<file path="config.mk">
export PLATFORM = sky130hd
export DESIGN_NAME = adpll_cfg_seq
export DESIGN_NICKNAME = d
export VERILOG_FILES = /design/src/rtl/adpll_cfg_seq.sv
export SDC_FILE = /design/constraint.sdc
export NUM_CORES = 1
export LEC_CHECK = 0
export BUFFER_PORTS_ARGS = -buffer_cell sky130_fd_sc_hd__buf_2
export CORE_MARGIN = 5
export CORE_UTILIZATION = 45
export DETAILED_ROUTE_END_ITERATION = 10
export HOLD_SLACK_MARGIN = 0.03
export PLACE_DENSITY = 0.66
export SLEW_MARGIN = 20
export SYNTH_ARGS = -nofsm -noshare
export SYNTH_HDL_FRONTEND = slang
export SYNTH_SLANG_ARGS = --single-unit
</file>
<file path="constraint.sdc">
create_clock -name clk -period 2.9 [get_ports clk]
set_clock_uncertainty 0.05 [all_clocks]
set_input_delay 0.145 -clock clk [delete_from_list [all_inputs] [get_ports clk]]
set_output_delay 0.145 -clock clk [all_outputs]
set_load 0.005 [all_outputs]
</file>
<file path="src/rtl/adpll_cfg_seq.sv">
// ADPLL bring-up sequencer: writes soft reset/FCW/mode/enable, polls lock, disables on stop or timeout.
// Optional leading soft-reset write is enabled by defining ADPLL_SEQ_SOFT_RST_EN.
`timescale 1ns/1ps

`ifndef FCWW
`define FCWW 26
`endif
`ifndef ADPLL_ADDR_W
`define ADPLL_ADDR_W 8
`endif
`ifndef ADPLL_SOFT_RST
`define ADPLL_SOFT_RST 'h10
`endif
`ifndef FCW
`define FCW 'h11
`endif
`ifndef ADPLL_MODE
`define ADPLL_MODE 'h12
`endif
`ifndef ADPLL_EN
`define ADPLL_EN 'h13
`endif
`ifndef ADPLL_LOCK
`define ADPLL_LOCK 'h14
`endif

module adpll_cfg_seq #(
  parameter int unsigned POLL_GAP  = 64,
  parameter int unsigned MAX_POLLS = 1024,
  parameter int unsigned RDY_TO    = 15
) (
  input  logic                     clk,
  input  logic                     rst,
  input  logic                     start,
  input  logic                     stop,
  input  logic [`FCWW-1:0]         fcw_in,
  input  logic [1:0]               mode_in,
  output logic                     valid,
  output logic [`ADPLL_ADDR_W-1:0] address,
  output logic [31:0]              wdata,
  output logic                     wstrb,
  input  logic [31:0]              rdata,
  input  logic                     ready,
  output logic                     busy,
  output logic                     locked,
  output logic                     done,
  output logic [1:0]               err
);

  localparam int unsigned AW = `ADPLL_ADDR_W;
  localparam int unsigned FW = `FCWW;
  localparam int unsigned PW = $clog2(MAX_POLLS + 1);
  localparam int unsigned GW = $clog2(POLL_GAP + 1);
  localparam int unsigned TW = $clog2(RDY_TO + 1);

  typedef enum logic [3:0] {
    IDLE,
`ifdef ADPLL_SEQ_SOFT_RST_EN
    SRST,
`endif
    WFCW, WMODE, WEN, RLOCK, PWAIT, LOCKED, DIS
  } state_t;

  state_t          state;
  state_t          req_next;
  logic [FW-1:0]   fcw_q;
  logic [1:0]      mode_q;
  logic            abort;
  logic [PW-1:0]   poll_cnt;
  logic [GW-1:0]   gap_cnt;
  logic [TW-1:0]   rto_cnt;
  logic [AW-1:0]   req_addr;
  logic [31:0]     req_data;
  logic            req_wr;
  logic            abort_now;
  logic            unused_rdata;

  assign abort_now    = abort | stop;
  assign unused_rdata = ^rdata[31:1];

  // Bus request and successor for each transaction state
  always_comb begin
    req_addr = '0;
    req_data = '0;
    req_wr   = 1'b1;
    req_next = IDLE;
    case (state)
`ifdef ADPLL_SEQ_SOFT_RST_EN
      SRST:  begin req_addr = AW'(`ADPLL_SOFT_RST); req_data = 32'd1; req_next = WFCW; end
`endif
      WFCW:  begin req_addr = AW'(`FCW);        req_data = 32'(fcw_q);  req_next = WMODE; end
      WMODE: begin req_addr = AW'(`ADPLL_MODE); req_data = 32'(mode_q); req_next = WEN;   end
      WEN:   begin req_addr = AW'(`ADPLL_EN);   req_data = 32'd1;       req_next = RLOCK; end
      RLOCK: begin req_addr = AW'(`ADPLL_LOCK); req_wr   = 1'b0; end
      DIS:   begin req_addr = AW'(`ADPLL_EN);   req_data = 32'd0; end
      default: ;
    endcase
  end

  always_ff @(posedge clk or posedge rst) begin
    if (rst) begin
      state    <= IDLE;
      valid    <= 1'b0;
      address  <= '0;
      wdata    <= '0;
      wstrb    <= 1'b0;
      busy     <= 1'b0;
      locked   <= 1'b0;
      done     <= 1'b0;
      err      <= 2'd0;
      fcw_q    <= '0;
      mode_q   <= '0;
      abort    <= 1'b0;
      poll_cnt <= '0;
      gap_cnt  <= '0;
      rto_cnt  <= '0;
    end else begin
      done <= 1'b0;
      // A stop during the disable write itself is already being honoured
      if (stop && state != IDLE && state != DIS) begin
        abort  <= 1'b1;
        locked <= 1'b0;
      end
      case (state)
        IDLE: begin
          if (start && !stop) begin
            fcw_q    <= fcw_in;
            mode_q   <= mode_in;
            locked   <= 1'b0;
            err      <= 2'd0;
            abort    <= 1'b0;
            poll_cnt <= '0;
            gap_cnt  <= '0;
            rto_cnt  <= '0;
            busy     <= 1'b1;
            valid    <= 1'b1;
            wstrb    <= 1'b1;
`ifdef ADPLL_SEQ_SOFT_RST_EN
            address  <= AW'(`ADPLL_SOFT_RST);
            wdata    <= 32'd1;
            state    <= SRST;
`else
            address  <= AW'(`FCW);
            wdata    <= 32'(fcw_in);
            state    <= WFCW;
`endif
          end
        end
        PWAIT: begin
          if (abort_now) begin
            state   <= DIS;
            gap_cnt <= '0;
          end else if (gap_cnt == GW'(POLL_GAP - 1)) begin
            gap_cnt <= '0;
            state   <= RLOCK;
          end else begin
            gap_cnt <= gap_cnt + GW'(1);
          end
        end
        LOCKED: begin
          if (stop) state <= DIS;
        end
        default: begin
          // Bus states: issue after the idle cycle, hold until ready, else time out
          if (!valid) begin
            if (abort_now && state != DIS) begin
              state <= DIS;
            end else begin
              valid   <= 1'b1;
              address <= req_addr;
              wdata   <= req_data;
              wstrb   <= req_wr;
              rto_cnt <= '0;
            end
          end else if (ready) begin
            valid   <= 1'b0;
            rto_cnt <= '0;
            if (state == DIS) begin
              state <= IDLE;
              busy  <= 1'b0;
              abort <= 1'b0;
              done  <= abort;
            end else if (abort_now) begin
              state <= DIS;
            end else if (state == RLOCK) begin
              if (rdata[0]) begin
                locked <= 1'b1;
                done   <= 1'b1;
                state  <= LOCKED;
              end else if (poll_cnt == PW'(MAX_POLLS - 1)) begin
                poll_cnt <= poll_cnt + PW'(1);
                err      <= 2'd1;
                done     <= 1'b1;
                state    <= DIS;
              end else begin
                poll_cnt <= poll_cnt + PW'(1);
                state    <= PWAIT;
              end
            end else begin
              state <= req_next;
            end
          end else if (rto_cnt == TW'(RDY_TO - 1)) begin
            valid   <= 1'b0;
            rto_cnt <= '0;
            err     <= 2'd2;
            done    <= 1'b1;
            locked  <= 1'b0;
            busy    <= 1'b0;
            abort   <= 1'b0;
            state   <= IDLE;
          end else begin
            rto_cnt <= rto_cnt + TW'(1);
          end
        end
      endcase
    end
  end

endmodule

</file>
; Word-level counts from Yosys, hierarchy flattened
; Index checks and enable logic that the tools add are counted.
[word_totals]
wordCells = 166
regBits = 102
out_inout_bits = 47
inputBits = 65
[op_classes]
reduce_logical = 25
bitwise_logic = 2
addsub = 3
eq_ne = 27
muxes = 94
[op_table]
columns = cell, n
row1 = $mux W32, 3
row2 = $pmux W26 S3, 1
row3 = $mux W11, 7
row4 = $mux W4, 16
row5 = $pmux W32 S2, 1
row6 = $mux W1, 36
row7 = $mux W8, 3
row8 = $mux W2, 11
row9 = $pmux W11 S2, 1
row10 = $mux W7, 3
row11 = $pmux W5 S4, 1
row12 = $eq A4 B3 Y1 const B, 4
row13 = $pmux W8 S2, 1
row14 = $pmux W7 S2, 1
row15 = $ne A3 B2 Y1 const B, 4
row16 = $pmux W4 S3, 1
row17 = $add A11 B1 Y11 const B, 1
row18 = $eq A11 B10 Y1 const B, 1
row19 = $ne A2 B1 Y1 const B, 5
row20 = $pmux W1 S2, 5
row21 = $reduce_and A5 Y1, 2
row22 = $ne A3 B1 Y1 const B, 3
row23 = $pmux W3 S3, 1
row24 = $reduce_and A9 Y1, 1
row25 = other kinds (27), 38

; Logic depth before layout (Yosys ltp)
; Gate-level depths: netlist of run 1.
[logic_depth]
depth_word = 11
ltp_mapped = 8
depth_no_buf = 7

; Worst setup path after synthesis of run 1
; No wires, ideal clock.
[synth_path]
kind = register -> register
from = register state[0]
to = register fcw_q[10]
slack_ns = 1.027
path_stages_with_launch = 6
arrival_ns = 1.699
n_path_buf = 2
setup_ns = 0.125
period_less_slack_ns = 1.873
required_ns = 2.725
path_cell_list = dfrtp_1 > or3_1 > buf_2 > nor2_8 > buf_2 > mux2_2
[synth_between]
elab_chain_len = 2
[synth_rtl]
columns = element, line_no
row1 = from (decl), 64  ; state_t state;
row2 = from (signal assigned), 200  ; state <= req_next;
row3 = $logic_not A4 Y1, 124  ; case (state)
row4 = $reduce_and A2 Y1 (no line), --
row5 = to (signal assigned), 127  ; fcw_q <= fcw_in;
row6 = to (decl), 66  ; logic [FW-1:0] fcw_q;
; Every way passes these cells.
; A chain may end at the register's enable or synchronous reset.

; Worst setup path in the final report of run 1
[layout_path]
from = register state[2]
to = register wdata[20]
[layout_between]
elab_chain_len = 5
elab_cells_between_ends = 18
cone_classes = eq/ne: 9 / mux: 4 / bitwise: 1 / reduce/logical: 4
[layout_rtl]
columns = element, line_no
row1 = $eq A4 B2 Y1 or $eq A4 B1 Y1 (tied branches), 87  ; case (state)
row2 = $pmux W26 S3, 87
row3 = $mux W32, 166  ; if (abort_now && state != DIS) begin
row4 = $mux W32, 165  ; if (!valid) begin
row5 = $pmux W32 S2, 124
row6 = to (signal assigned), 144  ; wdata <= 32'(fcw_in);
row7 = to (signal assigned), 171  ; wdata <= req_data;
row8 = to (decl), 40  ; output logic [31:0] wdata,
; Several ways; a longest one is shown, not always the timed one. The select of a mux whose other input is x is not followed.

==> results of run 1 <==
-- cell families (layout without fill, tap and decap cells) --
kind of cell    count (synthesis)  count (layout)
xor+xnor                        9               9
flops                          91              91
buf+inv                        45             138
other cells                     1              10
mux                            65              65
fa+ha+maj                       4               4
compound gates                100             100
simple gates                  102             102
-- what timing repair did --
item                       CTS  global route
gates resized for setup      0             0
hold endpoints to repair    76             0
setup endpoints to repair    0             0
hold buffers                30             0
-- worst paths after layout --
kind	startpoint	endpoint	slack [ps]	cells past startpoint
setup / recovery	state[2]	wdata[20]	500	5
hold / removal	stop	abort	80	3
setup reg to reg	state[2]	wdata[20]	500	5
hold reg to reg	address[4]	address[4]	420	1
max in group asynchronous	rst	poll_cnt[10]	1660	4
min in group asynchronous	rst	fcw_q[22]	440	3
-- layout make-up --
cell class / instances / area [sq um]
multi-input combinational: 290 / 2180
fill: 880 / 4600
tap: 136 / 170
sequential: 91 / 2280
inverter: 11 / 42.5
timing repair buffer: 111 / 746
clock buffer: 12 / 155
clock inverter: 4 / 56.3
-- tightest hold or removal path: cells and delay by family --
kind | cells | cell delay, ps
compound gates | 1 | 60
buf+inv | 1 | 160
simple gates | 1 | 90
-- flip-flops by register name, summed over array words and instances (netlist names), 2 cells and up --
name      count
address       4
err           2
fcw_q        26
gap_cnt       7
mode_q        2
poll_cnt     11
rto_cnt       4
state         3
wdata        26
-- layer usage --
metal / wire, um / vias up / part of all wire
met2: 4970 / 98 / 0.48
met1: 4600 / 1744 / 0.44
met4: 244 / 0 / 0.023
li1: - / 1686 / -
met3: 637 / 18 / 0.061
met5: 0 / - / 0
-- layout by cell type, fill, tap and decap left out, drive strengths merged, types with 10 or more instances in the layout --
| cell | instances |
|---|---|
| dfrtp | 91 |
| clkbuf | 12 |
| o21ai | 32 |
| dlygate4sd3 | 30 |
| nand2 | 30 |
| inv | 12 |
| nor2 | 23 |
| conb | 10 |
| buf | 81 |
| a21oi | 12 |
| nand3 | 10 |
| mux2 | 58 |
| a22o | 26 |
-- metrics by stage --
| stage | area [sq um] | power [W] | hold slack [ps] | util |
|---|---|---|---|---|
| global placement | 5110 | 0.00342 | 292 | 0.500 |
| finish | 5630 | 0.00439 | 84.2 | 0.550 |
| detailed placement | 5110 | 0.00348 | 296 | 0.500 |
| CTS | 5630 | 0.00444 | 60.4 | 0.550 |
| floorplan | 4700 | 0.00305 | 228 | - |
| global route | 5630 | 0.00470 | 92.5 | 0.550 |
-- power by group --
| group | internal, W | leakage [nW] | switching, W |
|---|---|---|---|
| combinational | 0.000776 | 1.37 | 0.000838 |
| clock | 0.000454 | 0.108 | 0.000455 |
| sequential | 0.00160 | 1.20 | 0.000270 |
| total | 0.00283 | 2.68 | 0.00156 |
==> flow_summary.json, run 1 <==
{
  "cts.sinks": 91,
  "io_buffers": 70,
  "fin_crit_sh": 0.829,
  "num_vias": 3546,
  "power_density_nw_per_um2": 780,
  "grt_use_met3": 0.0478,
  "drt_pass1_iterations": 4,
  "drt_first_iter_violations": 137,
  "grt_pass1_wl_mm": 17.8,
  "path_max_fanout": 22,
  "dp.cells": 609,
  "path_clk_slew_ps": 100,
  "post_cts_buffers": 0,
  "fin_crit_ps": 2400,
  "end_kind": "register",
  "clockBufferDepth": 2,
  "critPathRequiredTime_ps": 3090,
  "num_antenna_cells": 0,
  "synth_warnings": 0,
  "maxSlewViolCount": 0,
  "drc": 0,
  "synth_mux_area_frac": 0.159,
  "synth_top_family_by_area": "multiplexers",
  "synth_commonest_cells": "91 x dfrtp_1, 52 x mux2_2, 32 x o21ai_0, 30 x nand2_1, 26 x a22o_1",
  "p_leak_nw": 2.68,
  "fin_ws_ps": 497,
  "worst-path-buf-inv": 1,
  "slowest_stage": "dfrtp_1",
  "ir_drop_uv": 432,
  "die_area_sq_um": 12500,
  "criticalPathCategory": "reg -> reg",
  "grt_busiest_layer": "met2",
  "gr-usage-all-layers": 0.172,
  "wl_mm": 10.4,
  "finalSetupViolCount": 0,
  "ant_nets": 0,
  "synth-edff-count": 0,
  "ys_seq_elements": 91,
  "die_x_um": 112,
  "grtUsageMet1": 0.219,
  "rows": 37,
  "synth_most_common_cell": "dfrtp_1",
  "area_growth_pct": 20.5,
  "worst_pin_slew_ps": 868,
  "critPathTopFamily": "compound AO/OA/AOI/OAI gates",
  "io_pins": 112,
  "cts_buffers": 9,
  "startpoint_type": "register",
  "cts_root_buffer": "clkbuf_8",
  "dp_hpwl_mm": 7.03,
  "worstPathArrival_ps": 2590,
  "relSlewSlack": 0.420,
  "synth_xor_area_frac": 0.0169,
  "grt-ovfl-total": 0,
  "synth_fa_ha_area_frac": 0.0107,
  "start_util": 0.457,
  "seq_area_frac_synth": 0.488,
  "synth_simple_gate_area_frac": 0.114,
  "grt_pass1_vias": 3678,
  "yosys.area.top_type": "dfrtp_1",
  "grt_antenna_before_repair": 0,
  "synth_ff_type": "dfrtp_1",
  "syn_inst": 417,
  "tns_ps": 0,
  "netlist_area_sq_um": 4670,
  "cts_max_level": 3,
  "gp_congestion": 0.850,
  "synth.avg_cell_area_sq_um": 11.2,
  "dieHeight_um": 112,
  "drive_above_1_share": 0.318,
  "tritoncts": "done",
  "coreArea_sq_um": 10200,
  "synth_top_area_frac": 0.488,
  "final_cells": 655,
  "synth_compound_area_frac": 0.156,
  "clock_latency_ps": 360,
  "max_freq_ghz": 0.416,
  "status": "completed",
  "cp_cell_sequence": "o21ai_0 > a32o_1 > a21oi_4 > buf_4 > mux2_2",
  "yosys-top-cells-area": "dfrtp_1 49%, mux2_2 13%, a22o_1 4.9%, o21ai_0 3.4%, nand2_1 2.4%",
  "crit_path_max_incr_delay_ps": 710,
  "final_nets": 583,
  "maxCapViolCount": 0,
  "met2_usage": 0.280,
  "final_hold_viol_count": 0,
  "min_path_type": "in -> reg",
  "async_reset_ff_frac": 1.00,
  "netlist-cell-type-count": 58,
  "grt_max_degree": 49,
  "dp_slack_ps": 520,
  "wl_per_cell_um": 15.9,
  "avgViaCountPerCell": 5.41,
  "rsz0062_at_grt": "no"
}
Note: power is estimated with default switching activity, not from simulation.
==> run 2, diff against run 1 <==
--- a/config.mk
+++ b/config.mk
@@ -10,7 +10,7 @@
 export CORE_UTILIZATION = 45
 export DETAILED_ROUTE_END_ITERATION = 10
 export HOLD_SLACK_MARGIN = 0.03
-export PLACE_DENSITY = 0.66
+export PLACE_DENSITY = 0.69
 export SLEW_MARGIN = 20
 export SYNTH_ARGS = -nofsm -noshare
 export SYNTH_HDL_FRONTEND = slang
==> constraint.sdc (replaced) <==
create_clock -name clk -period 2 [get_ports clk]
set_clock_uncertainty 0.05 [all_clocks]
set_input_delay 0.1 -clock clk [delete_from_list [all_inputs] [get_ports clk]]
set_output_delay 0.1 -clock clk [all_outputs]
set_load 0.005 [all_outputs]
==> flow_summary.json, run 2 (synthesized netlist as in run 1, its figures left out) <==
{
  "gp_congestion": 0.850,
  "worst_r2r_path_depth": 6,
  "maxCapViolCount": 0,
  "drc": 0,
  "avgViaCountPerCell": 5.39,
  "drt_pass1_iterations": 4,
  "num_vias": 3727,
  "die_x_um": 112,
  "path_max_fanout": 9,
  "final_cells": 691,
  "die_area_sq_um": 12500,
  "drive_above_1_share": 0.380,
  "cp_cell_sequence": "buf_4 > nand2b_1 > nor2_4 > o21a_1 > a221oi_2 > mux2_2",
  "tns_ps": 0,
  "r2r_slack_ps": 40,
  "r2r_end": "state[0]",
  "grt-ovfl-total": 0,
  "critPathRequiredTime_ps": 2200,
  "final_cell_mix": "87 x dfrtp_1, 70 x buf_2, 52 x mux2_2",
  "gr-usage-all-layers": 0.182,
  "cts_root_buffer": "clkbuf_8",
  "fin_crit_ps": 1960,
  "hold_start": "start",
  "status": "completed",
  "final_core_util": 0.585,
  "p_leak_nw": 2.86,
  "cts.sinks": 91,
  "rows": 37,
  "io_pins": 112,
  "grt_pass1_vias": 3914,
  "hold_depth": 3,
  "end_kind": "register",
  "wl_mm": 11.2,
  "rsz0062_at_grt": "yes",
  "clockBufferDepth": 2,
  "crit_path_max_incr_delay_ps": 520,
  "worstPathArrival_ps": 2170,
  "final_hold_viol_count": 0,
  "io_buffers": 70,
  "num_antenna_cells": 0,
  "drt_first_iter_violations": 165,
  "cts_max_level": 3,
  "relSlewSlack": 0.577,
  "grt_pass1_wl_mm": 18.9,
  "grt_antenna_before_repair": 0,
  "maxSlewViolCount": 0,
  "max_freq_ghz": 0.510,
  "final_nets": 619,
  "area_growth_pct": 28.2,
  "finalSetupViolCount": 0,
  "clock_latency_ps": 370,
  "criticalPathCategory": "reg -> reg",
  "tritoncts": "done",
  "wl_per_cell_um": 16.2,
  "ant_nets": 0,
  "min_to": "busy",
  "coreArea_sq_um": 10200,
  "grt_max_degree": 49,
  "dieHeight_um": 112,
  "dp.cells": 639,
  "startpoint_type": "register",
  "start_util": 0.457,
  "power_density_nw_per_um2": 1130,
  "ir_drop_uv": 566,
  "cts_buffers": 9,
  "worst_pin_slew_ps": 632,
  "slowest_stage": "dfrtp_2",
  "dp_hpwl_mm": 7.72,
  "top_regs": "fcw_q: 26 flops, wdata: 26 flops, poll_cnt: 11 flops",
  "path_clk_slew_ps": 90,
  "reg2reg_from": "state[1]",
  "fin_crit_sh": 0.980,
  "min_path_type": "in -> reg",
  "layout.cells.most_common": "dfrtp_1"
}
[run 2: cell types whose count changed in the layout (fill, tap and decap cells not counted), moves of 2 or more]
cell      previous run  this run
buf_12               1         5
buf_4               10        40
clkbuf_8            11         9
dfrtp_1             91        87
dfrtp_2              0         4
[run 2: worst max-delay path, delay by kind of cell, from the launching register on]
kind	cells	cell delay, ps
simple gates	2	310
flops	1	520
buf+inv	1	190
mux	1	370
compound gates	2	410
[run 2: how the worst max path moves through the flow]
stage | start | endpoint | depth (start not counted)
CTS | gap_cnt[1] | state[1] | 6
detailed placement | state[1] | poll_cnt[9] | 5
floorplan | state[0] | fcw_q[10] | 5
global placement | state[1] | poll_cnt[9] | 5
global route | state[2] | poll_cnt[9] | 6
finish | state[1] | state[0] | 6
[run 2: repair_timing]
action | 4_1_cts | 5_1_grt
gates cloned | 0 | 0
buffers inserted | 1 | 4
gates resized for setup | 3 | 12
hold buffers | 31 | 0
endpoints found under the setup margin | 32 | 29
endpoints found under the hold margin | 52 | 0
pin swaps | 0 | 1
[run 2: metrics by stage]
| step | setup WS [ps] | cell area, sq um | hold slack [ps] | total power [W] |
|---|---|---|---|---|
| after floorplan | 127 | 4710 | 183 | 0.00443 |
| after global placement | -72.3 | 5380 | 96.8 | 0.00535 |
| after detailed placement | -130 | 5380 | 109 | 0.00545 |
| after CTS | 16.7 | 5900 | 55.5 | 0.00675 |
| after global routing | -38.9 | 5990 | 66.8 | 0.00725 |
| final | 39.5 | 5990 | 65.9 | 0.00679 |
[run 2: layer usage]
metal / track usage / routed length [um] / vias up
met4: 0.0633 / 162 / 0
met3: 0.0397 / 617 / 17
met2: 0.308 / 5490 / 94
met5: 0 / 0 / -
met1: 0.231 / 4910 / 1848
li1: - / - / 1768
[run 2: final cells by class]
| class | instances | area [sq um] |
|---|---|---|
| clock buffers | 9 | 124 |
| clock inverters | 7 | 67.6 |
| flip-flops and latches | 91 | 2280 |
| inverters | 11 | 45.0 |
| multi-input cells | 290 | 2230 |
| repair buffers | 147 | 1070 |
| well taps | 136 | 170 |
| fillers | 872 | 4250 |
[run 2: power breakdown]
part / internal (W) / leakage (nW) / switching [W]
Clock: 0.000485 / 0.0993 / 0.000738
Combinational: 0.00150 / 1.56 / 0.00139
Sequential: 0.00232 / 1.19 / 0.000355
==> run 3, diff against run 2 <==
--- a/config.mk
+++ b/config.mk
@@ -10,7 +10,7 @@
 export CORE_UTILIZATION = 45
 export DETAILED_ROUTE_END_ITERATION = 10
 export HOLD_SLACK_MARGIN = 0.03
-export PLACE_DENSITY = 0.69
+export PLACE_DENSITY = 0.66
 export SLEW_MARGIN = 20
 export SYNTH_ARGS = -nofsm -noshare
 export SYNTH_HDL_FRONTEND = slang
==> constraint.sdc (replaced) <==
create_clock -name clk -period 1.93 [get_ports clk]
set_clock_uncertainty 0.05 [all_clocks]
set_input_delay 0.0965 -clock clk [delete_from_list [all_inputs] [get_ports clk]]
set_output_delay 0.0965 -clock clk [all_outputs]
set_load 0.005 [all_outputs]
==> flow_summary.json, run 3 (synthesized netlist as in run 1, its figures left out) <==
{
  "final_core_util": 0.630,
  "drt_pass1_iterations": 4,
  "wl_mm": 11.9,
  "hold_depth": 4,
  "final_hold_viol_count": 0,
  "grt_max_degree": 92,
  "start_util": 0.457,
  "path_max_fanout": 7,
  "worst-path-buf-inv": 3,
  "coreArea_sq_um": 10200,
  "r2r_slack_ps": -40,
  "criticalPathCategory": "reg -> reg",
  "final_nets": 644,
  "rows": 37,
  "relSlewSlack": 0.649,
  "gp_congestion": 0.884,
  "io_buffers": 70,
  "cp_cell_sequence": "buf_8 > nor2_4 > nand2_2 > a32o_2 > a21oi_4 > buf_6 > clkbuf_16 > mux2_4",
  "min_path_type": "in -> reg",
  "nFillCells": 801,
  "cts_root_buffer": "clkbuf_8",
  "power_density_nw_per_um2": 1250,
  "placed_area_sq_um": 5480,
  "worstPathArrival_ps": 2160,
  "critPathRequiredTime_ps": 2120,
  "clock_latency_ps": 360,
  "end_kind": "register",
  "num_antenna_cells": 0,
  "wl_per_cell_um": 16.6,
  "min_to": "busy",
  "fin_crit_ps": 1970,
  "gr-usage-all-layers": 0.185,
  "fin_ws_ps": -39.7,
  "io_pins": 112,
  "status": "finished with violations",
  "dieHeight_um": 112,
  "maxSlewViolCount": 0,
  "num_vias": 3801,
  "finalSetupViolCount": 19,
  "worst_r2r_path_depth": 8,
  "rsz0062_at_grt": "yes",
  "reg2reg_from": "state[2]",
  "cts_buffers": 9,
  "clockBufferDepth": 2,
  "worst_pin_slew_ps": 524,
  "die_x_um": 112,
  "area_growth_pct": 38.0,
  "avgViaCountPerCell": 5.32,
  "cts.sinks": 91,
  "layout.cells.most_common": "dfrtp_1",
  "p_leak_nw": 3.09,
  "tritoncts": "done",
  "design_area_sq_um": 6450,
  "critPathTopFamily": "compound AO/OA/AOI/OAI gates",
  "grt_pass1_vias": 3836,
  "grt_antenna_before_repair": 0,
  "max_freq_ghz": 0.508,
  "drt_first_iter_violations": 149,
  "final_cell_mix": "88 x dfrtp_1, 70 x buf_2, 55 x buf_4",
  "drive_above_1_share": 0.451,
  "ir_drop_uv": 636,
  "slowest_stage": "dfrtp_1",
  "startpoint_type": "register",
  "maxCapViolCount": 0,
  "cts_max_level": 3,
  "fin_crit_sh": 1.02,
  "ant_nets": 0,
  "dp_hpwl_mm": 7.70,
  "drc": 0,
  "crit_path_max_incr_delay_ps": 400,
  "path_clk_slew_ps": 90,
  "grt-ovfl-total": 0,
  "top_regs": "fcw_q: 26 flops, wdata: 26 flops, poll_cnt: 11 flops",
  "grt_pass1_wl_mm": 19.1,
  "r2r_end": "wstrb",
  "die_area_sq_um": 12500,
  "violations": "setup timing",
  "hold_start": "start"
}
run 3: through the flow:
stage / worst slack, ps / hold slack [ps] / setup TNS, ps / cells / power, W
2_1_floorplan: 56.6 / 179 / 0 / 426 / 0.00459
3_3_place_gp: -48.8 / 221 / -314 / 650 / 0.00568
3_5_place_dp: -48.5 / 224 / -646 / 650 / 0.00577
4_1_cts: -35.3 / 151 / -399 / 704 / 0.00759
5_1_grt: -102 / 181 / -2030 / 715 / 0.00855
6_report: -39.7 / 171 / -499 / 715 / 0.00806
run 3: layout make-up:
cell class / instances / area, sq um / area share
timing repair buffer: 172 / 1340 / 0.207
inverter: 11 / 45.0 / 0.00699
multi-input combinational: 290 / 2390 / 0.371
tap: 136 / 170 / 0.0264
clock buffer: 10 / 138 / 0.0214
clock inverter: 5 / 85.1 / 0.0132
sequential: 91 / 2280 / 0.354
run 3: worst min-delay path, stage by stage:
cell      delay (ps)
buf_2            120
nand2b_4          70
buf_4            160
o22ai_1           90
run 3: metal layers:
layer | vias to the layer above | share of wire | GRT usage
li1 | 1809 | - | -
met1 | 1871 | 0.43 | 0.238
met2 | 102 | 0.49 | 0.308
met3 | 19 | 0.064 | 0.0446
met4 | 0 | 0.015 | 0.0592
met5 | - | 0 | 0
run 3: repair_timing:
action | 4_1_cts | 5_1_grt
gates resized for setup | 12 | 66
hold endpoints to repair | 121 | 0
buffers inserted | 7 | 11
gates cloned | 1 | 1
endpoints found under the setup margin | 27 | 48
hold buffers | 31 | 0
pin swaps | 2 | 16
run 3: how the worst max path moves through the flow:
stage	startpoint	endpoint	slack [ps]	cells after the start
global route	state[2]	rto_cnt[1]	-100	8
finish	state[2]	wstrb	-40	8
global placement	state[1]	state[1]	-50	6
detailed placement	state[1]	state[1]	-50	6
CTS	state[1]	wdata[17]	-40	8
floorplan	state[0]	fcw_q[10]	60	5
run 3: power by group:
part / total [W] / leakage, nW / internal [W] / switching [W]
combinational: 0.00384 / 1.78 / 0.00208 / 0.00176
sequential: 0.00274 / 1.19 / 0.00241 / 0.000333
clock: 0.00148 / 0.109 / 0.000766 / 0.000712
